[config.mk]
export PLATFORM = sky130hd
export DESIGN_NAME = kv_fpu_xwb_queue
export DESIGN_NICKNAME = d
export VERILOG_FILES = /design/src/rtl/kv_fpu_pkg.sv /design/src/rtl/kv_sync_fifo.sv /design/src/rtl/kv_fpu_xwb_queue.sv
export SDC_FILE = /design/constraint.sdc
export NUM_CORES = 1
export LEC_CHECK = 0
export CAP_MARGIN = 20
export CORE_MARGIN = 2
export CORE_UTILIZATION = 24
export DETAILED_ROUTE_END_ITERATION = 16
export DONT_BUFFER_PORTS = 1
export SLEW_MARGIN = 20
export SYNTH_ARGS = -nofsm -noshare
export SYNTH_HDL_FRONTEND = slang
export SYNTH_HIERARCHICAL = 1
export SYNTH_SLANG_ARGS = --single-unit
[constraint.sdc]
create_clock -name core_clk -period 9.3 [get_ports core_clk]
set_input_delay 1.395 -clock core_clk [delete_from_list [all_inputs] [get_ports core_clk]]
set_output_delay 1.395 -clock core_clk [all_outputs]
set_load 0.005 [all_outputs]
[src/rtl/kv_fpu_pkg.sv]
// Shared FPU definitions: SEW one-hot encoding, fflags field layout and the
// integer-writeback queue entry.
package kv_fpu_pkg;

  // One-hot SEW bit positions as presented on the FPU result bus.
  localparam int unsigned SEW64_BIT = 2;
  localparam int unsigned SEW32_BIT = 1;
  localparam int unsigned SEW16_BIT = 0;

  // fflags layout {NV,DZ,OF,UF,NX}.
  localparam int unsigned FFLAGS_W  = 5;
  localparam int unsigned FFLAGS_NX = 0;
  localparam int unsigned FFLAGS_UF = 1;
  localparam int unsigned FFLAGS_OF = 2;
  localparam int unsigned FFLAGS_DZ = 3;
  localparam int unsigned FFLAGS_NV = 4;

  // Entries are always carried at full 64-bit width; narrower XLEN
  // builds drop the upper half at the output.
  localparam int unsigned XWB_RD_W   = 5;
  localparam int unsigned XWB_DATA_W = 64;

  typedef struct packed {
    logic [XWB_RD_W-1:0]   rd;
    logic [XWB_DATA_W-1:0] data;
    logic [FFLAGS_W-1:0]   flags;
  } xwb_entry_t;

  function automatic logic sew_is_onehot(input logic [2:0] sew);
    return $onehot(sew);
  endfunction

endpackage

[src/rtl/kv_sync_fifo.sv]
// Synchronous FIFO with valid/ready on both sides and a single-cycle flush.
// Head data reads as zero while empty; storage itself is never reset.
module kv_sync_fifo #(
  parameter int unsigned Width = 8,
  parameter int unsigned Depth = 2
) (
  input  logic             clk,
  input  logic             rst_n,
  input  logic             flush,
  input  logic             in_valid,
  output logic             in_ready,
  input  logic [Width-1:0] in_data,
  output logic             out_valid,
  input  logic             out_ready,
  output logic [Width-1:0] out_data
);

  localparam int unsigned PtrW = (Depth > 1) ? $clog2(Depth) : 1;

  logic [PtrW-1:0]  wr_ptr_q, wr_ptr_d;
  logic [PtrW-1:0]  rd_ptr_q, rd_ptr_d;
  logic [PtrW:0]    count_q, count_d;
  logic [Width-1:0] mem_q [Depth];
  logic             full;
  logic             push;
  logic             pop;

  assign full      = (count_q == (PtrW+1)'(Depth));
  assign in_ready  = ~full;
  assign out_valid = (count_q != '0);
  assign push      = in_valid & in_ready & ~flush;
  assign pop       = out_valid & out_ready & ~flush;
  assign out_data  = out_valid ? mem_q[rd_ptr_q] : '0;

  // Depth is a power of two, so pointers wrap by plain overflow.
  always_comb begin
    wr_ptr_d = wr_ptr_q;
    rd_ptr_d = rd_ptr_q;
    count_d  = count_q;
    if (flush) begin
      wr_ptr_d = '0;
      rd_ptr_d = '0;
      count_d  = '0;
    end else begin
      if (push) wr_ptr_d = wr_ptr_q + PtrW'(1);
      if (pop)  rd_ptr_d = rd_ptr_q + PtrW'(1);
      unique case ({push, pop})
        2'b10:   count_d = count_q + (PtrW+1)'(1);
        2'b01:   count_d = count_q - (PtrW+1)'(1);
        default: count_d = count_q;
      endcase
    end
  end

  always_ff @(posedge clk or negedge rst_n) begin
    if (!rst_n) begin
      wr_ptr_q <= '0;
      rd_ptr_q <= '0;
      count_q  <= '0;
    end else begin
      wr_ptr_q <= wr_ptr_d;
      rd_ptr_q <= rd_ptr_d;
      count_q  <= count_d;
    end
  end

  always_ff @(posedge clk) begin
    if (push) mem_q[wr_ptr_q] <= in_data;
  end

endmodule

[src/rtl/kv_fpu_xwb_queue.sv]
// FP-to-integer writeback return queue: formats FPU results per SEW into
// XLEN and buffers them for the integer writeback arbiter.
module kv_fpu_xwb_queue
  import kv_fpu_pkg::*;
#(
  parameter int unsigned XLEN  = 64,
  parameter int unsigned DEPTH = 2,
  parameter int unsigned RD_W  = 5
) (
  input  logic            core_clk,
  input  logic            core_reset_n,
  input  logic            xwb_in_valid,
  output logic            xwb_in_ready,
  input  logic [RD_W-1:0] xwb_in_rd,
  input  logic [2:0]      xwb_in_sew,
  input  logic            xwb_in_raw,
  input  logic [63:0]     xwb_in_data,
  input  logic [4:0]      xwb_in_flags,
  input  logic            flush,
  output logic            iwb_valid,
  input  logic            iwb_ready,
  output logic [RD_W-1:0] iwb_rd,
  output logic [XLEN-1:0] iwb_data,
  output logic [4:0]      iwb_flags,
  output logic            xwb_sew_err,
  output logic            xwb_standby_ready
);

  xwb_entry_t in_entry;
  xwb_entry_t head;
  logic [63:0] fmt_data;
  logic        sew_bad;
  logic        push;
  logic        sew_err_q;

  assign sew_bad = ~xwb_in_raw & ~sew_is_onehot(xwb_in_sew);
  assign push    = xwb_in_valid & xwb_in_ready & ~flush;

  // Sign-extend at 64 bits; narrower XLEN takes the low slice at the output.
  always_comb begin
    fmt_data = '0;
    if (xwb_in_raw) begin
      fmt_data = xwb_in_data;
    end else if (!sew_bad) begin
      if (xwb_in_sew[SEW64_BIT]) begin
        fmt_data = xwb_in_data;
      end else if (xwb_in_sew[SEW32_BIT]) begin
        fmt_data = {{32{xwb_in_data[31]}}, xwb_in_data[31:0]};
      end else if (xwb_in_sew[SEW16_BIT]) begin
        fmt_data = {{48{xwb_in_data[15]}}, xwb_in_data[15:0]};
      end
    end
  end

  always_comb begin
    in_entry       = '0;
    in_entry.rd    = XWB_RD_W'(xwb_in_rd);
    in_entry.data  = fmt_data;
    in_entry.flags = xwb_in_flags;
  end

  kv_sync_fifo #(
    .Width ($bits(xwb_entry_t)),
    .Depth (DEPTH)
  ) u_fifo (
    .clk       (core_clk),
    .rst_n     (core_reset_n),
    .flush     (flush),
    .in_valid  (xwb_in_valid),
    .in_ready  (xwb_in_ready),
    .in_data   (in_entry),
    .out_valid (iwb_valid),
    .out_ready (iwb_ready),
    .out_data  (head)
  );

  assign iwb_rd    = RD_W'(head.rd);
  assign iwb_data  = head.data[XLEN-1:0];
  assign iwb_flags = head.flags;

  // A bad SEW still queues a zeroed entry so the writeback is not lost.
  always_ff @(posedge core_clk or negedge core_reset_n) begin
    if (!core_reset_n) begin
      sew_err_q <= 1'b0;
    end else begin
      sew_err_q <= push & sew_bad;
    end
  end

  assign xwb_sew_err       = sew_err_q;
  assign xwb_standby_ready = ~iwb_valid & ~xwb_in_valid;

  if (XLEN < 64) begin : g_trunc_chk
    sew64_on_narrow_xlen : assert property (@(posedge core_clk) disable iff (!core_reset_n)
      !(push && !xwb_in_raw && xwb_in_sew == 3'b100))
      else $error("sew64 result truncated to XLEN");
  end

endmodule

== Yosys cells after proc, flatten, opt, wreduce, memory -nomap -nowiden ==
Memory sizes are Yosys's and may differ from the RTL's.
Index checks and enable logic that the tools add are counted.

* Bits in registers: 5
* Latch bits: 0
* RAM bits: 148
* Bits in read-only memories: 0
* Input bits: 83
* Output and inout bits: 78
* Word-level logic and storage cells: 46
* Memories: 1

{| class="wikitable"
|+ Memory list
! name !! words !! bits a word !! read ports !! clocked after memory_dff !! wr ports !! line !! RTL
|-
| u_fifo.mem_q || 2 || 74 || 1 || 0 || 1 || kv_sync_fifo.sv:23 || <nowiki>logic [Width-1:0] mem_q [Depth];</nowiki>
|}

* Add/sub/neg operators: 6
* Multiply operators: 0
* Div/mod/pow operators: 0
* $lt $le $gt $ge: 0
* Equal/unequal tests: 4
* Shifts and indexed selects: 0
* Muxes and demuxes: 14
* Bitwise gates (word level): 13
* Reduce and logical (&&, ||, !) cells: 4

{| class="wikitable"
|+ Operators by type and width
! kind !! number
|-
| 2-to-1 mux 64 bit || 5
|-
| 2-to-1 mux 74 bit || 1
|-
| AND 1 bit || 7
|-
| 2-to-1 mux 1 bit || 6
|-
| NOT 1 bit || 6
|-
| nonzero test 2 bit || 3
|-
| equality test 2 x 1 -> 1 bit, second input constant || 2
|-
| equality test 2 bit, second input constant || 2
|-
| case mux 2 bit (2 select lines) || 1
|-
| nonzero test 3 bit || 1
|-
| adder 1 bit, second input constant || 2
|-
| adder 1 x 1 -> 2 bit || 1
|-
| adder 2 x 1 -> 2 bit || 1
|-
| adder 2 x 1 -> 2 bit, second input constant || 1
|-
| 2-to-1 mux 2 bit || 1
|-
| subtractor 2 x 1 -> 2 bit, second input constant || 1
|}

== Logic depth before layout (Yosys ltp) ==
* Depth in word-level cells: 7
* Mapped depth: 5
* Mapped depth without buffers: 4

== Cells and area by module ==
The synthesis kept the hierarchy.

{| class="wikitable"
|+ By module, submodules not included
! module !! times used !! cells each !! area an instance (sq um) !! seq. area each (sq um)
|-
| kv_sync_fifo || 1 || 340 || 5820.6 || 4544.4
|-
| kv_fpu_xwb_queue || 1 || 137 || 679.4 || 25.0
|}

== Worst setup path after synthesis ==
No wires, ideal clock.

* Path kind: input-to-reg
* From: input port xwb_in_valid
* To: memory u_fifo/mem_q[1][0] in the netlist's numbering, enable pin
* Setup time: 0.612 ns
* Arrival: 6.844 ns
* Data required time: 8.688 ns
* Slack: 1.845 ns
* Cell stages on the path: 2
* Buffers on the path: 0
* Path through: nand2_1 -> nor3b_1

* Word-level cells in the longest chain between the ends: 4

{| class="wikitable"
|+ RTL lines
! what !! line !! RTL
|-
| start: declaration || kv_fpu_xwb_queue.sv:12 || <nowiki>input logic xwb_in_valid,</nowiki>
|-
| AND 1 bit (2 in a row) || kv_sync_fifo.sv:31 || <nowiki>assign push = in_valid & in_ready & ~flush;</nowiki>
|-
| 2-to-1 mux 1 bit || kv_sync_fifo.sv:68 || <nowiki>if (push) mem_q[wr_ptr_q] <= in_data;</nowiki>
|-
| 2-to-1 mux 1 bit (implied by the code) || kv_sync_fifo.sv:68 ||
|-
| end: declaration || kv_sync_fifo.sv:23 ||
|}

Every way passes these cells.

== Worst setup path after layout ==
* From: register u_fifo.rd_ptr_q
* To: output port iwb_data[27]

* Word-level cells in the longest chain between the ends: 2

{| class="wikitable"
|+ RTL lines
! what !! line !! RTL
|-
| start: declaration || kv_sync_fifo.sv:21 || <nowiki>logic [PtrW-1:0] rd_ptr_q, rd_ptr_d;</nowiki>
|-
| start signal: assignment || kv_sync_fifo.sv:62 || <nowiki>rd_ptr_q <= rd_ptr_d;</nowiki>
|-
| memory read (2 x 74 bit) || n/a ||
|-
| 2-to-1 mux 74 bit || kv_sync_fifo.sv:33 || <nowiki>assign out_data = out_valid ? mem_q[rd_ptr_q] : '0;</nowiki>
|-
| end: declaration || kv_fpu_xwb_queue.sv:23 || <nowiki>output logic [XLEN-1:0] iwb_data,</nowiki>
|}

Every way passes these cells.

==> impl_metrics.env <==
export IMPL_grt_overflow=0
export IMPL_r2r_start="u_fifo/count_q[1]"
export IMPL_portBuffers=0
export IMPL_hold_viol=0
export IMPL_outcome="finished clean"
export IMPL_via_count=3602
export IMPL_hp_class="reg -> reg"
export IMPL_slew_headroom_pct=31.9
export IMPL_post_drt_via_cell_ratio=4.34
export IMPL_num_rows=60
export IMPL_cts_sinks=153
export IMPL_drive_gt1_share_pct=9.82
export IMPL_grt_total_usage_pct=10.5
export IMPL_cts_clk_slew_worst_paths_ps=70
export IMPL_cts_root_buffer="clkbuf_16"
export IMPL_ir_drop_uv=99.8
export IMPL_hpwl_um=9350
export IMPL_worst_setup_path_end_kind="output port"
export IMPL_crit_path_end="iwb_data[27]"
export IMPL_dieArea_um2=28400
export IMPL_synth_edff_count=148
export IMPL_reg2regPathDepth=5
export IMPL_post_cts_setup_buffers=0
export IMPL_routabilityCongestion=0.672
export IMPL_maxCapViolations=0
export IMPL_p_leak_nw=2.45
export IMPL_seq_area_frac_synth_pct=70.3
export IMPL_clk_path_buf_depth=2
export IMPL_fmax_mhz=263
export IMPL_antenna_cells=0
export IMPL_synth_seq_cells=153
export IMPL_synthDistinctLibCells=32
export IMPL_ant_nets=0
export IMPL_r2r_slack_ps=7210
export IMPL_tritoncts="yes"
export IMPL_min_period_ps=3810
export IMPL_power_density_nw_per_um2=224
export IMPL_synth_async_reset_ratio_pct=3.27
export IMPL_r2r_end="u_fifo/mem_q[0][25]"
export IMPL_die_y_um=169
export IMPL_place_area_um2=6830
export IMPL_drv_slew=0
export IMPL_core_um2=26800
export IMPL_synthCells=477
export IMPL_grt_pass1_wl_um=21800
export IMPL_dr_pass1_iters=4
export IMPL_cp_max_fo=42
export IMPL_final_area_um2=7430
export IMPL_nets=560
export IMPL_die_width_um=169
export IMPL_fin_tns_setup_ps=0
export IMPL_initial_core_util_pct=24.3
export IMPL_insertion_delay_ps=410
export IMPL_wl_per_cell_um=18.0
export IMPL_antenna_found_initial=0
export IMPL_syn_avg_cell_area_um2=13.6
export IMPL_tightest_slew_ps=1020
export IMPL_area_growth_pct=14.3
export IMPL_yosysWarnings=6
export IMPL_grt_max_degree=62
export IMPL_grt_pass1_vias=3701
export IMPL_setup_viol=0
export IMPL_required_ps=7910
export IMPL_netlist_area_um2=6500
export IMPL_finalWirelength_um=15000
export IMPL_ctsResizeCount=0
export IMPL_h_tree_depth=4
export IMPL_io_pins=161
export IMPL_timing_final_crit_share_pct=41.0
export IMPL_postCtsHoldBufs=0
export IMPL_cp_arrival_ps=2410
export IMPL_worstSetupPathType="reg -> out"
export IMPL_drt_initial_drc_count=227
export IMPL_grt_setup_unrepaired="no"
export IMPL_utilization_pct=27.7
export IMPL_startpoint_type="flip-flop"
export IMPL_drcViolationCount=0
export IMPL_setup_worst_path_start="u_fifo/rd_ptr_q"
export IMPL_cts_buffers=17
export IMPL_syn_nets=561
export IMPL_synth_flop_cell="edfxtp_1"
export IMPL_fin_worst_skew_ps=11.5
[cell usage after synthesis, types with 5 or more instances]
library cell / n / area, um2
buf_2: 8 / 40.0
mux2i_1: 75 / 751
inv_1: 17 / 63.8
o21ai_0: 17 / 85.1
dfrtp_1: 5 / 125
nor2_1: 144 / 541
buf_4: 5 / 37.5
buf_6: 7 / 78.8
edfxtp_1: 148 / 4440
a21oi_1: 5 / 25.0
nor2b_1: 17 / 106
clkbuf_1: 6 / 22.5
[area by class of cell]
class | count | area [um2]
clock buffers | 18 | 429
flip-flops and latches | 153 | 4570
well taps | 341 | 427
fillers | 2688 | 19400
multi-input cells | 280 | 1720
clock inverters | 14 | 170
inverters | 18 | 67.6
repair buffers | 6 | 45.0
[placed cells by master, fill, tap and decap left out, drive strengths merged, types with 3 or more instances in the layout]
cell / n
edfxtp: 148
nor2: 144
mux2i: 75
inv: 21
clkbuf: 18
o21ai: 17
nor2b: 17
buf: 6
a21oi: 6
dfrtp: 5
clkinvlp: 4
clkinv: 4
bufinv: 3
or3: 3
[cell families (layout without fill, tap and decap cells)]
kind of cell               Yosys count  after routing  share of synthesized area [%]
adders and majority gates            1              1                          0.308
AOI/OAI and AO/OA                   27             27                           2.39
xor gates and xnor gates             1              1                          0.135
buffers and inverters               44             56                           3.79
and+or+nand+nor                    176            176                           11.5
DFF                                153            153                           70.3
muxes                               75             75                           11.5
[worst max-delay path, stage by stage (launching register included)]
cell and delay [ps]:
dfrtp_4 830, buf_4 700, mux2i_1 170, nor2_1 230
[routing by layer]
layer | global-route usage (%) | wire [um]
met1 | 12.1 | 6150
met2 | 18.4 | 7740
met3 | 3.30 | 865
met4 | 4.05 | 206
met5 | 0 | 0
[stage by stage]
step | total power [W] | hold WS, ps | std cells | setup slack (ps)
global placement | 0.000960 | 564 | 798 | 5660
floorplan | 0.000934 | 529 | 477 | 1840
finish | 0.00166 | 588 | 830 | 5490
CTS | 0.00169 | 590 | 830 | 5420
global route | 0.00174 | 613 | 830 | 5320
detailed placement | 0.000964 | 581 | 798 | 5760
[flip-flops by register name (all words and copies together) (netlist names)]
signal and count:
u_fifo/rd_ptr_q 1, u_fifo/wr_ptr_q 1, xwb_sew_err 1, u_fifo/count_q 2, u_fifo/mem_q 148
[power by group]
| part | switching [W] | leakage (nW) | total, W | internal, W |
|---|---|---|---|---|
| logic | 0.0000900 | 0.721 | 0.000135 | 0.0000449 |
| registers | 0.0000145 | 1.44 | 0.000810 | 0.000795 |
| clock network | 0.000295 | 0.283 | 0.000719 | 0.000424 |
[worst min path at each step]
stage                          startpoint         endpoint  slack (ps)  cells past startpoint
after floorplan           u_fifo/wr_ptr_q  u_fifo/wr_ptr_q         530                      2
after global placement    u_fifo/wr_ptr_q  u_fifo/wr_ptr_q         560                      2
after detailed placement  u_fifo/wr_ptr_q  u_fifo/wr_ptr_q         580                      2
after CTS                 u_fifo/wr_ptr_q  u_fifo/wr_ptr_q         590                      2
after global routing      u_fifo/wr_ptr_q  u_fifo/wr_ptr_q         610                      2
final                     u_fifo/wr_ptr_q  u_fifo/wr_ptr_q         590                      2
(Power assumes the default switching activity.)
